==> src/rtl/mdu_hilo_if.sv <==
// Request/response bundle between the issue stage and the HI/LO multiply-divide unit.
interface mdu_hilo_if #(parameter int DATA_W = 32);
  logic [DATA_W-1:0] mdu_a_data;
  logic [DATA_W-1:0] mdu_b_data;
  logic [2:0]        mdu_op;
  logic              mdu_start;
  logic              mdu_flush;
  logic              mdu_busy;
  logic              mdu_done;
  logic [DATA_W-1:0] mdu_hi;
  logic [DATA_W-1:0] mdu_lo;

  modport master (output mdu_a_data, mdu_b_data, mdu_op, mdu_start, mdu_flush,
                  input  mdu_busy, mdu_done, mdu_hi, mdu_lo);
  modport slave  (input  mdu_a_data, mdu_b_data, mdu_op, mdu_start, mdu_flush,
                  output mdu_busy, mdu_done, mdu_hi, mdu_lo);
endinterface

==> src/rtl/mdu_hilo.sv <==
// Iterative radix-2 multiply/divide unit with architectural HI/LO registers.
// Sign-magnitude datapath: one shift-add or restoring-subtract step per CALC cycle.
module mdu_hilo #(
  parameter int DATA_W = 32
) (
  input  logic       clk,
  input  logic       rst_n,
  mdu_hilo_if.slave  bus
);
  localparam int W  = DATA_W;
  localparam int CW = $clog2(DATA_W);

  typedef enum logic [1:0] {IDLE, CALC, DONE} state_t;

  state_t          state, state_nxt;
  logic [CW-1:0]   cnt;
  logic [W-1:0]    a_mag, b_mag, hi_q, lo_q;
  logic [2*W-1:0]  acc, acc_nxt, prod;
  logic            is_div, neg_q, neg_r, dz;
  logic            sa, sb;
  logic [W:0]      mul_sum, rem_sh;
  logic [W+1:0]    diff;
  logic [W-1:0]    q_fix, r_fix, res_hi, res_lo;

  // State register
  always_ff @(posedge clk or negedge rst_n) begin
    if (!rst_n) state <= IDLE;
    else        state <= state_nxt;
  end

  // Next-state: start wins over flush in IDLE since flush only applies to CALC/DONE
  always_comb begin
    state_nxt = state;
    case (state)
      IDLE: if (bus.mdu_start && !bus.mdu_op[2]) state_nxt = CALC;
      CALC: if (bus.mdu_flush)                   state_nxt = IDLE;
            else if (cnt == CW'(W-1))            state_nxt = DONE;
      DONE:                                      state_nxt = IDLE;
      default:                                   state_nxt = IDLE;
    endcase
  end

  // Outputs
  always_comb begin
    bus.mdu_busy = (state != IDLE);
    bus.mdu_done = (state == DONE);
  end

  assign bus.mdu_hi = hi_q;
  assign bus.mdu_lo = lo_q;

  // Operand signs only matter for the signed ops (op[0]=1)
  assign sa = bus.mdu_op[0] & bus.mdu_a_data[W-1];
  assign sb = bus.mdu_op[0] & bus.mdu_b_data[W-1];

  // One iteration: multiply shifts the partial product right, divide shifts the remainder left
  always_comb begin
    mul_sum = {1'b0, acc[2*W-1:W]} + (acc[0] ? {1'b0, a_mag} : '0);
    rem_sh  = {acc[2*W-1:W], acc[W-1]};
    diff    = {1'b0, rem_sh} - {2'b0, b_mag};
    if (is_div)
      acc_nxt = diff[W+1] ? {rem_sh[W-1:0], acc[W-2:0], 1'b0}
                          : {diff[W-1:0],   acc[W-2:0], 1'b1};
    else
      acc_nxt = {mul_sum, acc[W-1:1]};
  end

  // Sign fix-up; divide by zero forces an all-ones quotient, remainder is A itself
  always_comb begin
    prod   = neg_q ? -acc : acc;
    q_fix  = neg_q ? -acc[W-1:0]     : acc[W-1:0];
    r_fix  = neg_r ? -acc[2*W-1:W]   : acc[2*W-1:W];
    res_hi = is_div ? r_fix : prod[2*W-1:W];
    res_lo = is_div ? (dz ? '1 : q_fix) : prod[W-1:0];
  end

  always_ff @(posedge clk or negedge rst_n) begin
    if (!rst_n) begin
      cnt    <= '0;
      a_mag  <= '0;
      b_mag  <= '0;
      acc    <= '0;
      is_div <= 1'b0;
      neg_q  <= 1'b0;
      neg_r  <= 1'b0;
      dz     <= 1'b0;
      hi_q   <= '0;
      lo_q   <= '0;
    end else begin
      case (state)
        IDLE: if (bus.mdu_start) begin
          case (bus.mdu_op)
            3'b000, 3'b001, 3'b010, 3'b011: begin
              a_mag  <= sa ? -bus.mdu_a_data : bus.mdu_a_data;
              b_mag  <= sb ? -bus.mdu_b_data : bus.mdu_b_data;
              acc    <= bus.mdu_op[1] ? {{W{1'b0}}, (sa ? -bus.mdu_a_data : bus.mdu_a_data)}
                                      : {{W{1'b0}}, (sb ? -bus.mdu_b_data : bus.mdu_b_data)};
              is_div <= bus.mdu_op[1];
              neg_q  <= sa ^ sb;
              neg_r  <= sa;
              dz     <= bus.mdu_op[1] && (bus.mdu_b_data == '0);
              cnt    <= '0;
            end
            3'b100:  hi_q <= bus.mdu_a_data;
            3'b101:  lo_q <= bus.mdu_a_data;
            default: ;
          endcase
        end
        CALC: if (!bus.mdu_flush) begin
          acc <= acc_nxt;
          cnt <= cnt + 1'b1;
        end
        DONE: if (!bus.mdu_flush) begin
          hi_q <= res_hi;
          lo_q <= res_lo;
        end
        default: ;
      endcase
    end
  end
endmodule

==> src/flat_wrapper.sv <==
// flat-port wrapper written by rule: the top's interface ports become plain ports
module mdu_hilo_flat 
#(
  parameter int DATA_W = 32
)
  (clk, rst_n, bus_mdu_a_data, bus_mdu_b_data, bus_mdu_op, bus_mdu_start, bus_mdu_flush, bus_mdu_busy, bus_mdu_done, bus_mdu_hi, bus_mdu_lo);
  mdu_hilo_if #(.DATA_W(DATA_W)) bus_i ();
  input  logic clk;
  input  logic rst_n;
  input wire logic [$bits(bus_i.mdu_a_data)-1:0] bus_mdu_a_data;
  input wire logic [$bits(bus_i.mdu_b_data)-1:0] bus_mdu_b_data;
  input wire logic [$bits(bus_i.mdu_op)-1:0] bus_mdu_op;
  input wire logic [$bits(bus_i.mdu_start)-1:0] bus_mdu_start;
  input wire logic [$bits(bus_i.mdu_flush)-1:0] bus_mdu_flush;
  output wire logic [$bits(bus_i.mdu_busy)-1:0] bus_mdu_busy;
  output wire logic [$bits(bus_i.mdu_done)-1:0] bus_mdu_done;
  output wire logic [$bits(bus_i.mdu_hi)-1:0] bus_mdu_hi;
  output wire logic [$bits(bus_i.mdu_lo)-1:0] bus_mdu_lo;
  assign bus_i.mdu_a_data = bus_mdu_a_data;
  assign bus_i.mdu_b_data = bus_mdu_b_data;
  assign bus_i.mdu_op = bus_mdu_op;
  assign bus_i.mdu_start = bus_mdu_start;
  assign bus_i.mdu_flush = bus_mdu_flush;
  assign bus_mdu_busy = bus_i.mdu_busy;
  assign bus_mdu_done = bus_i.mdu_done;
  assign bus_mdu_hi = bus_i.mdu_hi;
  assign bus_mdu_lo = bus_i.mdu_lo;
  mdu_hilo #(.DATA_W(DATA_W)) u_core (.clk(clk), .rst_n(rst_n), .bus(bus_i));
endmodule
==> config.mk <==
export PLATFORM = sky130hd
export DESIGN_NAME = mdu_hilo_flat
export DESIGN_NICKNAME = d
export VERILOG_FILES = /design/src/rtl/mdu_hilo_if.sv /design/src/rtl/mdu_hilo.sv /design/src/flat_wrapper.sv
export SDC_FILE = /design/constraint.sdc
export NUM_CORES = 1
export LEC_CHECK = 0
export BUFFER_PORTS_ARGS = -buffer_cell sky130_fd_sc_hd__buf_4
export CORE_MARGIN = 10
export CORE_UTILIZATION = 61
export CTS_CLUSTER_DIAMETER = 150
export DETAILED_ROUTE_END_ITERATION = 6
export GPL_ROUTABILITY_DRIVEN = 1
export PLACE_DENSITY = 0.81
export SYNTH_ARGS = -nofsm -noshare
export SYNTH_HDL_FRONTEND = slang
export SYNTH_SLANG_ARGS = --single-unit
==> constraint.sdc <==
create_clock -name clk -period 4.3 [get_ports clk]
set_input_delay 0.215 -clock clk [delete_from_list [all_inputs] [get_ports clk]]
set_output_delay 0.215 -clock clk [all_outputs]
set_load 0.005 [all_outputs]
Yosys cells after proc, flatten, opt, wreduce, memory -nomap -nowiden
Index checks and enable logic that the tools add are counted.
{"block": "classes", "n_addsub": 8, "n_eq_ne": 16, "bitwise_logic": 3, "mux": 32, "reduce_logical": 15}
{"op": "$mux W32", "n": 15}
{"op": "$mux W64", "n": 6}
{"op": "$neg A32 Y32", "n": 4}
{"op": "$pmux W32 S2", "n": 2}
{"op": "$pmux W64 S2", "n": 1}
{"op": "$neg A64 Y64", "n": 1}
{"op": "$sub A33 B32 Y34", "n": 1}
{"op": "$add A32 B33 Y33", "n": 1}
{"op": "$logic_not A32 Y1", "n": 1}
{"op": "$mux W5", "n": 3}
{"op": "$reduce_and A4 Y1", "n": 3}
{"op": "$ne A2 B2 Y1 const B", "n": 5}
{"op": "$pmux W5 S2", "n": 1}
{"op": "$eq A3 B2 Y1 const B", "n": 2}
{"op": "$eq A3 B3 Y1 const B", "n": 2}
{"op": "$mux W2", "n": 3}
{"op": "$reduce_bool A2 Y1", "n": 3}
{"op": "$add A5 B1 Y5 const B", "n": 1}
{"op": "$eq A5 B5 Y1 const B", "n": 1}
{"op": "$ne A2 B1 Y1 const B", "n": 2}
{"op": "$pmux W2 S2", "n": 1}
{"op": "$reduce_or A4 Y1", "n": 1}
{"op": "$eq A3 B1 Y1 const B", "n": 1}
{"op": "$logic_not A3 Y1", "n": 1}
{"op": "10 further kinds", "n": 12}
{"block": "word_totals", "reg_bits": 203, "input_bits": 71, "word_cells": 85}

Depth between registers and ports, before layout
{"block": "logic_depth", "word_depth": 6, "depth_mapped": 15, "depth_no_buf": 14}

Worst setup path before layout
OpenSTA, ideal clock, no wires.
{"block": "synth_timing", "path_kind": "register to register", "startpoint": "register u_core.acc[0]", "endpoint": "register u_core.acc[52]", "setup_ns": 0.126, "synth_period_minus_slack_ns": 3.125, "arrival_time_ns": 2.999, "stages_incl_launch_ff": 15, "required_ns": 4.174, "path_slack_ns": 1.175, "cell_sequence": "dfrtp_1 > clkbuf_1 > nand2_1 > inv_1 > ha_1 > a211oi_1 > nor2_1 > o31ai_1 > a21oi_1 > nor2_1 > o21ai_0 > a211oi_1 > o21bai_1 > xor2_1 > a221o_1"}
{"block": "synth_between", "elab_chain_cells": 5}
{"item": "from (decl)", "line_no": "mdu_hilo.sv:18", "text": "logic [2*W-1:0] acc, acc_nxt, prod;"}
{"item": "from (signal assigned)", "line_no": "mdu_hilo.sv:96", "text": "acc <= bus.mdu_op[1] ? {{W{1'b0}}, (sa ? -bus.mdu_a_data : bus.mdu_a_data)}"}
{"item": "from (signal assigned)", "line_no": "mdu_hilo.sv:110", "text": "acc <= acc_nxt;"}
{"item": "$mux W32", "line_no": "mdu_hilo.sv:58", "text": "mul_sum = {1'b0, acc[2*W-1:W]} + (acc[0] ? {1'b0, a_mag} : '0);"}
{"item": "$add A32 B33 Y33", "line_no": "mdu_hilo.sv:58"}
{"item": "$mux W64", "line_no": "mdu_hilo.sv:61", "text": "if (is_div)"}
{"item": "$mux W64", "line_no": "mdu_hilo.sv:109", "text": "CALC: if (!bus.mdu_flush) begin"}
{"item": "$pmux W64 S2", "line_no": "mdu_hilo.sv:90", "text": "case (state)"}
Every way passes these cells. The select of a mux whose other input is x is not followed.
A chain may end at the register's enable or synchronous reset.

Worst setup path in the final report
{"block": "layout_timing", "startpoint": "register u_core.acc[31]", "endpoint": "register u_core.acc[56]"}
{"block": "layout_between", "elab_chain_cells": 5}
{"item": "$sub A33 B32 Y34", "line_no": "mdu_hilo.sv:60", "text": "diff = {1'b0, rem_sh} - {2'b0, b_mag};"}
{"item": "$mux W64", "line_no": "mdu_hilo.sv:62", "text": "acc_nxt = diff[W+1] ? {rem_sh[W-1:0], acc[W-2:0], 1'b0}"}
{"item": "$mux W64", "line_no": "mdu_hilo.sv:61"}
{"item": "$mux W64", "line_no": "mdu_hilo.sv:109"}
{"item": "$pmux W64 S2", "line_no": "mdu_hilo.sv:90"}
Every way passes these cells. The select of a mux whose other input is x is not followed.

==> metrics.md <==
| Metric | Value |
|---|---|
| Average size of a mapped cell | 7.98 µm² |
| Clk_skew | 28.6 ps |
| Final instance area | 17,700 µm² |
| Layout cell share with drive strength beyond 1 | 0.125 |
| Async SR Flop Fraction | 1.00 |
| P_int | 6.21 mW |
| Clock Power Share | 0.193 |
| Ys Warns | 0 |
| Crit. End Element | flop |
| Post-synth EDFFs | 0 |
| CTS H-tree lvls | 1 |
| Clk Latency, worst-skew pair | 540 ps |
| Buffer count from post-CTS setup fixing | 0 |
| Ant. Diodes | 0 |
| Vias in the first global route | 15,000 |
| Routed vias/inst | 6.59 |
| Die ar. | 32,300 µm² |
| Seq pwr share | 0.281 |
| Worst Hold Class | primary input to flop |
| Post-Layout Cell Count | 2,369 |
| Synth Instances | 1,947 |
| Final WL | 57,200 µm |
| Crit Path Max Fanout | 6 |
| Total CTS buffers | 24 |
| Area Growth Syn to Fin | 13.6% |
| # setup viols final | 0 |
| Clk slew on worst S/H paths | 60 ps |
| Die width | 180 µm |
| #FFs+latches synth | 203 |
| RSZ-0062 raised after global routing | false |
| Buffers on Ports | 136 |
| Crit path required time | 4700 ps |
| Synth unique cells | 76 |
| Status | finished clean |
| Seq/Total Area, Yosys | 0.327 |
| Placed cells | 2,325 |
| CP startpoint kind | flop |
| # DRC | 0 |
| Initial antenna violation count | 0 |
| Max-slew violations | 0 |
| Relative slew slack | 0.224 |
| Starting density of the core | 0.619 |
| DRT Pass-1 Iters | 5 |
| Switch Pwr | 5.10 mW |
| Mapped Area | 15,500 µm² |
| Num rows | 58 |
| Net Count, Synth | 2,090 |
| CTS tree | done |
| Clock Path Buffers | 3 |
| Core area | 25,100 µm² |
| DR vias | 15,600 |
| Hold WS | 6.65 ps |
| Setup_tns | 0 ps |
| Leak | 7.95 nW |
| # hold bufs at CTS | 1 |
| Setup CP Type | flop to flop |
| Peak VDD IR | 513 µV |
| Boundary pin count | 137 |
| Logic pwr share | 0.526 |
| Multi-input gate area | 9780 µm² |
| Overflow after GRT | 0 |
| Clk sink count | 203 |
| All-Layer GR Usage | 0.338 |
| Slew @ Worst Pin | 1160 ps |
| Main synth FF type | dfrtp_1 |
| CTS resizes | 0 |
| First-pass GRT wire length | 88,000 µm |
| Seq. cell area | 5080 µm² |
| Tmin final | 3870 ps |
| Fin. Hold Viols | 0 |
| Largest net degree at the start of global routing | 110 |
| 1st-iter DRT viols | 1,766 |
| Fmax | 0.258 GHz |
| GPL Wtd Cong | 1.01 |
| Clk Tree Root Cell | clkbuf_16 |
| Nets | 2,165 |
| Filler Cell Count | 2,079 |
| Final ANT Viol Nets | 0 |
| Power Dens Cells | 640 nW/µm² |
| Crit share post-route | 0.900 |
| Net Sw Frac | 0.451 |
| Die height | 180 µm |
| DP HPWL | 43,600 µm |
| CP arrival | 4270 ps |
| Placed inst area | 16,800 µm² |
| Wire per inst | 24.1 µm |
| Max cap viols | 0 |
[sequential cells by signal, summed over array words and instances, names as in the netlist]
signal             cells
u_core.a_mag          32
u_core.acc            64
u_core.b_mag          32
u_core.bus.mdu_hi     32
u_core.bus.mdu_lo     32
u_core.cnt             5
u_core.dz              1
u_core.is_div          1
u_core.neg_q           1
u_core.neg_r           1
u_core.state           2
[final cells by class]
cell class                      instances  share of cell area
Multi-Input combinational cell       1563               0.554
Sequential cell                       203               0.288
Timing Repair Buffer                  170              0.0749
Clock buffer                           38              0.0427
Tap cell                              330              0.0234
Inverter                               60              0.0128
Clock inverter                          5             0.00482
[synth_stat cells (8+ instances only)]
cell type | number | area, µm²
o21ai_1 | 12 | 60.1
o211ai_1 | 8 | 60.1
inv_1 | 59 | 221
buf_1 | 10 | 37.5
xnor2_1 | 108 | 946
and3_1 | 9 | 56.3
nor2_1 | 143 | 537
a211oi_1 | 8 | 60.1
nand2_1 | 255 | 957
mux2i_1 | 54 | 541
nor2b_1 | 9 | 56.3
nor3_1 | 35 | 175
a31oi_1 | 23 | 144
or2_2 | 9 | 56.3
a22oi_1 | 15 | 113
a21o_1 | 36 | 270
and2_1 | 36 | 225
o21a_1 | 15 | 113
dfrtp_1 | 203 | 5080
nor4_1 | 17 | 106
ha_1 | 70 | 876
or3_1 | 16 | 100
mux2_2 | 9 | 101
a21oi_1 | 157 | 786
xor2_1 | 63 | 552
o21ai_0 | 219 | 1100
nand3_1 | 38 | 190
o22ai_1 | 39 | 244
or4_1 | 10 | 75.1
o41ai_1 | 9 | 78.8
clkbuf_1 | 104 | 390
nand4_1 | 9 | 56.3
nand2b_1 | 15 | 93.8
o31ai_1 | 29 | 218
[through the flow]
step           utilization  setup WS (ps)  total power [mW]
3_3_place_gp         0.669            655              8.87
4_1_cts              0.703            547              11.2
6_report             0.703            429              11.3
5_1_grt              0.703            196              12.0
3_5_place_dp         0.669            567              8.96
2_1_floorplan            -           1170              7.03
[layout by cell type, fill, tap and decap left out, drive strengths merged, types with 10 or more instances in the layout]
master and n:
a21o 36, a21oi 162, a22oi 15, a31oi 23, and2 36, buf 168, clkbuf 39, dfrtp 203
ha 70, inv 62, mux2i 54, nand2 256, nand2b 15, nand3 38, nor2 145, nor2b 10
nor3 35, nor4 18, o21a 15, o21ai 233, o22ai 39, o31ai 32, or3 18, or4 11
xnor2 108, xor2 63
[layer usage]
metal / vias up / track usage / share of wire
li1: 7085 / - / -
met1: 7477 / 0.436 / 0.40
met2: 868 / 0.525 / 0.45
met3: 176 / 0.0773 / 0.097
met4: 0 / 0.166 / 0.055
met5: - / 0 / 0
[cells by family after synthesis]
kind of cell / count (synthesis) / synth area share
buffers and inverters: 181 / 0.0448
muxes: 63 / 0.0413
DFF: 203 / 0.327
AOI/OAI and AO/OA: 635 / 0.247
and+or+nand+nor: 622 / 0.185
xor gates and xnor gates: 171 / 0.0964
adders and majority gates: 72 / 0.0589
[worst paths after layout]
path	start	to	slack (ps)	depth (start not counted)
min	bus_mdu_b_data[30]	u_core.dz	7	4
max reg2reg	u_core.acc[31]	u_core.acc[56]	430	14
max	u_core.acc[31]	u_core.acc[56]	430	14
max in group asynchronous	rst_n	u_core.bus.mdu_hi[1]	2910	3
min reg2reg	u_core.b_mag[7]	u_core.b_mag[7]	480	2
min in group asynchronous	rst_n	u_core.bus.mdu_hi[20]	370	2
[power groups by stage]
stage	Clock, mW	Sequential (mW)	Combinational [mW]
global route	2.26	3.24	6.47
floorplan	0	2.88	4.15
finish	2.18	3.17	5.95
detailed placement	0	3.17	5.80
CTS	2.17	3.14	5.84
global placement	0	3.14	5.72
[critical path, cell delays in order, from the launching register on]
cell and delay, ps:
dfrtp_1 480, inv_1 230, ha_1 210, inv_1 60, fa_1 400, a21o_1 210
a211o_1 290, a21oi_1 320, a211o_1 310, a31oi_1 200, o31ai_1 370, a21boi_0 190
nor3_1 210, nand4b_1 150, nand3_1 90
(Power assumes the default switching activity.)
